===== src/rtl/serial_subtractor_pkg.sv =====
// Shared definitions for the bit-serial subtractor: state encoding and a
// helper for sizing the bit counter.
package serial_subtractor_pkg;

    localparam logic [1:0] ST_IDLE = 2'b00;
    localparam logic [1:0] ST_RUN  = 2'b01;

    typedef enum logic [1:0] {
        IDLE = ST_IDLE,
        RUN  = ST_RUN
    } state_e;

    // Ceiling log2, never less than 1 so the counter always has a bit.
    function automatic int clog2(input int n);
        int r;
        r = 0;
        while ((1 << r) < n) begin
            r = r + 1;
        end
        if (r < 1) begin
            r = 1;
        end
        return r;
    endfunction

endpackage


===== src/rtl/serial_subtractor_full_adder.sv =====
// Single-bit full adder cell used as the bit-slice of the serial subtractor.
module full_adder (
    input  logic x,
    input  logic y,
    input  logic ci,
    output logic s,
    output logic co
);

    // Sum and carry of three one-bit inputs.
    always_comb begin
        s  = x ^ y ^ ci;
        co = (x & y) | (x & ci) | (y & ci);
    end

endmodule


===== src/rtl/serial_subtractor.sv =====
// Bit-serial subtractor: computes a - b one bit per clock by feeding a and
// inverted b through one full adder, carry seeded with 1. Results appear
// WIDTH cycles after an accepted start and hold until the next completion.
//
// Handshake: start is sampled only while busy=0; the sampling edge captures
// a and b, and busy rises. busy stays high for WIDTH cycles; at the final
// edge busy falls and done pulses for exactly one cycle with diff, borrow
// and overflow updated. start while busy is ignored. start high in the done
// cycle is accepted because the block is already idle.
module serial_subtractor
    import serial_subtractor_pkg::*;
#(
    parameter int WIDTH = 4
) (
    input  logic             clk,
    input  logic             rst_n,
    input  logic             start,
    input  logic [WIDTH-1:0] a,
    input  logic [WIDTH-1:0] b,
    output logic             busy,
    output logic             done,
    output logic [WIDTH-1:0] diff,
    output logic             borrow,
    output logic             overflow
);

    localparam int CNT_W = clog2(WIDTH);
    localparam logic [CNT_W-1:0] CNT_LAST = CNT_W'(WIDTH - 1);

    state_e           state_q, state_d;
    logic [WIDTH-1:0] a_sr_q, a_sr_d;
    logic [WIDTH-1:0] b_sr_q, b_sr_d;
    logic [WIDTH-1:0] r_sr_q, r_sr_d;
    logic             c_q, c_d;
    logic [CNT_W-1:0] cnt_q, cnt_d;
    logic             a_msb_q, a_msb_d;
    logic             b_msb_q, b_msb_d;
    logic             busy_q, busy_d;
    logic             done_q, done_d;
    logic [WIDTH-1:0] diff_q, diff_d;
    logic             borrow_q, borrow_d;
    logic             overflow_q, overflow_d;

    logic             fa_s;
    logic             fa_co;
    logic [WIDTH-1:0] r_next;

    // The one bit-slice: a - b = a + ~b + 1 evaluated LSB first.
    full_adder u_fa (
        .x  (a_sr_q[0]),
        .y  (~b_sr_q[0]),
        .ci (c_q),
        .s  (fa_s),
        .co (fa_co)
    );

    // Result register after this edge's bit lands in the MSB.
    always_comb begin
        r_next = {fa_s, r_sr_q[WIDTH-1:1]};
    end

    // Next-state and datapath control for IDLE/RUN.
    always_comb begin
        state_d    = state_q;
        a_sr_d     = a_sr_q;
        b_sr_d     = b_sr_q;
        r_sr_d     = r_sr_q;
        c_d        = c_q;
        cnt_d      = cnt_q;
        a_msb_d    = a_msb_q;
        b_msb_d    = b_msb_q;
        busy_d     = busy_q;
        done_d     = 1'b0;
        diff_d     = diff_q;
        borrow_d   = borrow_q;
        overflow_d = overflow_q;

        unique case (state_q)
            IDLE: begin
                if (start) begin
                    a_sr_d  = a;
                    b_sr_d  = b;
                    r_sr_d  = '0;
                    c_d     = 1'b1;
                    cnt_d   = '0;
                    a_msb_d = a[WIDTH-1];
                    b_msb_d = b[WIDTH-1];
                    busy_d  = 1'b1;
                    state_d = RUN;
                end
            end
            RUN: begin
                a_sr_d = a_sr_q >> 1;
                b_sr_d = b_sr_q >> 1;
                r_sr_d = r_next;
                c_d    = fa_co;
                if (cnt_q == CNT_LAST) begin
                    // Final bit: publish results; counter parks at zero.
                    cnt_d      = '0;
                    diff_d     = r_next;
                    borrow_d   = ~fa_co;
                    overflow_d = (a_msb_q != b_msb_q) && (fa_s != a_msb_q);
                    done_d     = 1'b1;
                    busy_d     = 1'b0;
                    state_d    = IDLE;
                end else begin
                    cnt_d = cnt_q + 1'b1;
                end
            end
            default: begin
                state_d = IDLE;
                busy_d  = 1'b0;
            end
        endcase
    end

    // State, shift registers and result registers; reset aborts everything.
    always_ff @(posedge clk or negedge rst_n) begin
        if (!rst_n) begin
            state_q    <= IDLE;
            a_sr_q     <= '0;
            b_sr_q     <= '0;
            r_sr_q     <= '0;
            c_q        <= 1'b0;
            cnt_q      <= '0;
            a_msb_q    <= 1'b0;
            b_msb_q    <= 1'b0;
            busy_q     <= 1'b0;
            done_q     <= 1'b0;
            diff_q     <= '0;
            borrow_q   <= 1'b0;
            overflow_q <= 1'b0;
        end else begin
            state_q    <= state_d;
            a_sr_q     <= a_sr_d;
            b_sr_q     <= b_sr_d;
            r_sr_q     <= r_sr_d;
            c_q        <= c_d;
            cnt_q      <= cnt_d;
            a_msb_q    <= a_msb_d;
            b_msb_q    <= b_msb_d;
            busy_q     <= busy_d;
            done_q     <= done_d;
            diff_q     <= diff_d;
            borrow_q   <= borrow_d;
            overflow_q <= overflow_d;
        end
    end

    assign busy     = busy_q;
    assign done     = done_q;
    assign diff     = diff_q;
    assign borrow   = borrow_q;
    assign overflow = overflow_q;

endmodule


===== config.mk =====
export PLATFORM = sky130hd
export DESIGN_NAME = serial_subtractor
export DESIGN_NICKNAME = d
export VERILOG_FILES = /design/src/rtl/serial_subtractor_pkg.sv /design/src/rtl/serial_subtractor_full_adder.sv /design/src/rtl/serial_subtractor.sv
export SDC_FILE = /design/constraint.sdc
export NUM_CORES = 1
export LEC_CHECK = 0
export CAP_MARGIN = 20
export CORE_MARGIN = 2
export CORE_UTILIZATION = 30
export DETAILED_ROUTE_END_ITERATION = 8
export GPL_ROUTABILITY_DRIVEN = 0
export SLEW_MARGIN = 15
export SYNTH_ARGS = -nofsm -noshare
export SYNTH_HDL_FRONTEND = slang
export SYNTH_SLANG_ARGS = --single-unit

===== constraint.sdc =====
create_clock -name clk -period 1.6 [get_ports clk]
set_input_delay 0.4 -clock clk [delete_from_list [all_inputs] [get_ports clk]]
set_output_delay 0.4 -clock clk [all_outputs]
set_load 0.05 [all_outputs]

==> summary.md <==
| Metric | Value |
|---|---|
| Register area | `between 600 and 700 sq um` |
| Met3 Use GR | `0.04622` |
| Mean area per synthesized cell | `roughly 13 sq um` |
| Area contributors post-synth | `dfrtp_1, mux2i_1, mux2_1, a22o_1, o21ai_0` |
| R2R Path End | `diff[3]` |
| Period minus WS final | `approximately 1.5 ns` |
| Yosys cell types | `23` |
| Average wire per standard cell | `around 12 um` |
| Fin. Hold Viols | `0` |
| Syn Nets | `91` |
| Max-Cap Viols | `0` |
| Mapped cell area | `approximately 1000 sq um` |
| Hold-fix buffers, CTS | `0` |
| Routing usage on met2 | `0.1744` |
| Die ar. | `3792 sq um` |
| Crit-path max cell delay | `0.59 ns` |
| CTS tree | `done` |
| CP bufs+invs | `2` |
| Grt ovf | `0` |
| Via-to-Cell Ratio | `4.559` |
| Synth Flop Type | `dfrtp_1` |
| Io pins | `19` |
| Site Rows | `20` |
| Synth area leader | `dfrtp_1` |
| FF-to-FF setup slack | `between 0.05 and 0.06 ns` |
| Final Cell Area | `1361 sq um` |
| Worst Clk Skew | `around 0.0053 ns` |
| Initial Util | `0.3206` |
| Fill cells | `about 300` |
| Placed cell areas | `1316 sq um` |
| Fraction of layout instances using a drive strength above 1 | `0.1980` |
| Setup TNS | `0 ns` |
| Most numerous cell in the Yosys netlist | `dfrtp_1` |
| Gr busiest metal | `met2` |
| First-pass GRT wire length | `around 3.0 mm` |
| Register area share after synthesis | `0.6038` |
| Status | `complete, no violations` |
| Hpwl dp | `1.254 mm` |
| Initial antenna violation count | `0` |
| Global Route met1 Usage | `0.1429` |
| Critical-path cell list | `fa_1, buf_4, inv_1, mux2_1` |
| Min-Delay Path Class | `in -> async` |
| Final worst slack | `about 0.055 ns` |
| Footprint of the multi-input gates | `about 360 sq um` |
| Place WS | `0.02190 ns` |
| Slew Viols, Final | `0` |
| Num CTS Buffers | `3` |
| Iteration-0 DRC Markers | `11` |
| DR pass1 iterations | `4` |
| Worst-path maximum fanout | `3` |
| Fin crit share | `0.9654` |
| F_max | `between 600 and 700 MHz` |
| Clock Tree Root | `clkbuf_4` |
| Slew @ Worst Pin | `0.3153 ns` |
| Clk sinks | `24` |
| Vias after detailed routing | `between 600 and 700` |
| Max IR drop VDD | `~0.00082 V` |
| Post-Route WL | `1.688 mm` |
| EDFF count, synth | `0` |
| Hold slack | `0.4334 ns` |
| CP Launch Type | `flop` |
| Synth Instances | `78` |
| Die width | `about 62 um` |
| Clock insertion delay at the later pin of the skew report | `0.31 ns` |
| Endpoints failing setup | `0` |
| Core area | `slightly above 3000 sq um` |
| Ant. Diodes | `0` |
| Leak Pwr | `0.6307 nW` |
| Largest net degree at the start of global routing | `25` |
| Unrepaired setup endpoints after global routing | `no` |
| Chip Height | `just over 60 um` |
| DRC violations left | `0` |
| Worst slew margin | `0.7890` |
| Synthesized flop and latch total | `24` |
| Port bufs | `18` |
| Clock slew at reported path FFs | `about 0.13 ns` |
| R2R cell count | `4` |
| Total GRT Usage | `0.1111` |
| Area growth syn-to-layout | `36.86%` |
| Yosys top cell area share | `0.6038` |
| Crit path capture type | `flop` |
| Ys Warns | `0` |
| Power per cell area | `about 2000 nW/um^2` |
| Required time of the critical path | `around 1.8 ns` |
| Post-DRT Antenna Nets | `0` |
| Vias in the first global route | `between 600 and 700` |
| # H-tree levels | `1` |
| Slowest cell on the critical path | `fa_1` |
| Crit Path Class | `reg -> reg` |
| Post-synth ARST share | `1.000` |
| Clk buf depth | `2` |
| RR Startpoint | `b_sr_q[0]` |
| Worst path top cell family by delay | `adder cells` |
| Final net count | `about 120` |
| Arrival time worst endpoint | `approximately 1.8 ns` |
| Post-synth top cells | `dfrtp_1, mux2i_1, nand2_1, o21ai_0, mux2_1` |
[what timing repair did]
action / 4_1_cts / 5_1_grt
gates resized for setup: 0 / 1
endpoints found under the setup margin: 0 / 2
buffers inserted: 0 / 1
[sequential cells by signal, summed over array words and instances, names as in the netlist, 2 cells and up]
| name | cells |
|---|---|
| cnt_q | 2 |
| a_sr_q | 4 |
| b_sr_q | 4 |
| r_sr_q | 3 |
| diff | 4 |
[per-layer routing]
metal  up-vias  routed length [um]
li1        315                   -
met1       327                 757
met2        17                 816
met3         2                 100
met4         0                  13
met5         -                   0
[through the flow]
step | cells | utilization | power [mW]
3_3_place_gp | 140 | 0.4242 | 2.373
4_1_cts | 144 | 0.4359 | 2.731
6_report | 145 | 0.4387 | 2.730
5_1_grt | 145 | 0.4387 | 2.930
2_1_floorplan | 78 | - | 1.802
3_5_place_dp | 140 | 0.4242 | 2.412
[cells in the final DEF (no fill, tap or decap)]
cell,count
ha_1,1
clkbuf_8,1
a22o_1,4
or3b_1,1
clkbuf_4,3
mux2_2,2
mux2_1,5
a21oi_1,1
nor2b_1,1
nand2b_1,3
o22ai_1,1
mux2i_1,8
a31oi_1,1
inv_1,4
nand3b_1,1
buf_12,8
nand2_2,1
a22oi_1,1
clkdlybuf4s50_1,10
nor2_1,3
nand2_1,6
dfrtp_2,1
buf_4,4
dfrtp_1,23
fa_1,1
o21ai_0,6
[kinds of logic after synthesis]
kind of cell | Yosys count | share of synthesized area
flops | 24 | 0.6038
simple gates | 16 | 0.08177
mux | 15 | 0.1597
compound gates | 14 | 0.09057
buf+inv | 7 | 0.03144
fa+ha+maj | 2 | 0.03270
[power breakdown]
group          switching, mW  internal (mW)
logic                  0.638          0.688
registers              0.222          0.865
clock network          0.177          0.139
[layout make-up]
| class | instances | share of cell area |
|---|---|---|
| sequential | 24 | 0.4421 |
| multi-input combinational | 47 | 0.2665 |
| timing repair buffer | 22 | 0.2132 |
| tap | 44 | 0.04044 |
| clock buffer | 4 | 0.02665 |
| inverter | 4 | 0.01103 |
[worst max path at each step]
stage / from / to / slack (ns) / depth (start not counted)
final: b_sr_q[0] / diff[3] / 0.06 / 4
after global routing: b_sr_q[0] / diff[3] / 0.005 / 4
after CTS: busy / busy / 0.03 / 1
after detailed placement: start / a_msb_q / 0.02 / 3
after global placement: start / cnt_q[1] / 0.04 / 4
after floorplan: b_sr_q[0] / overflow / 0.13 / 3
Power figures use the tool's default switching activity.
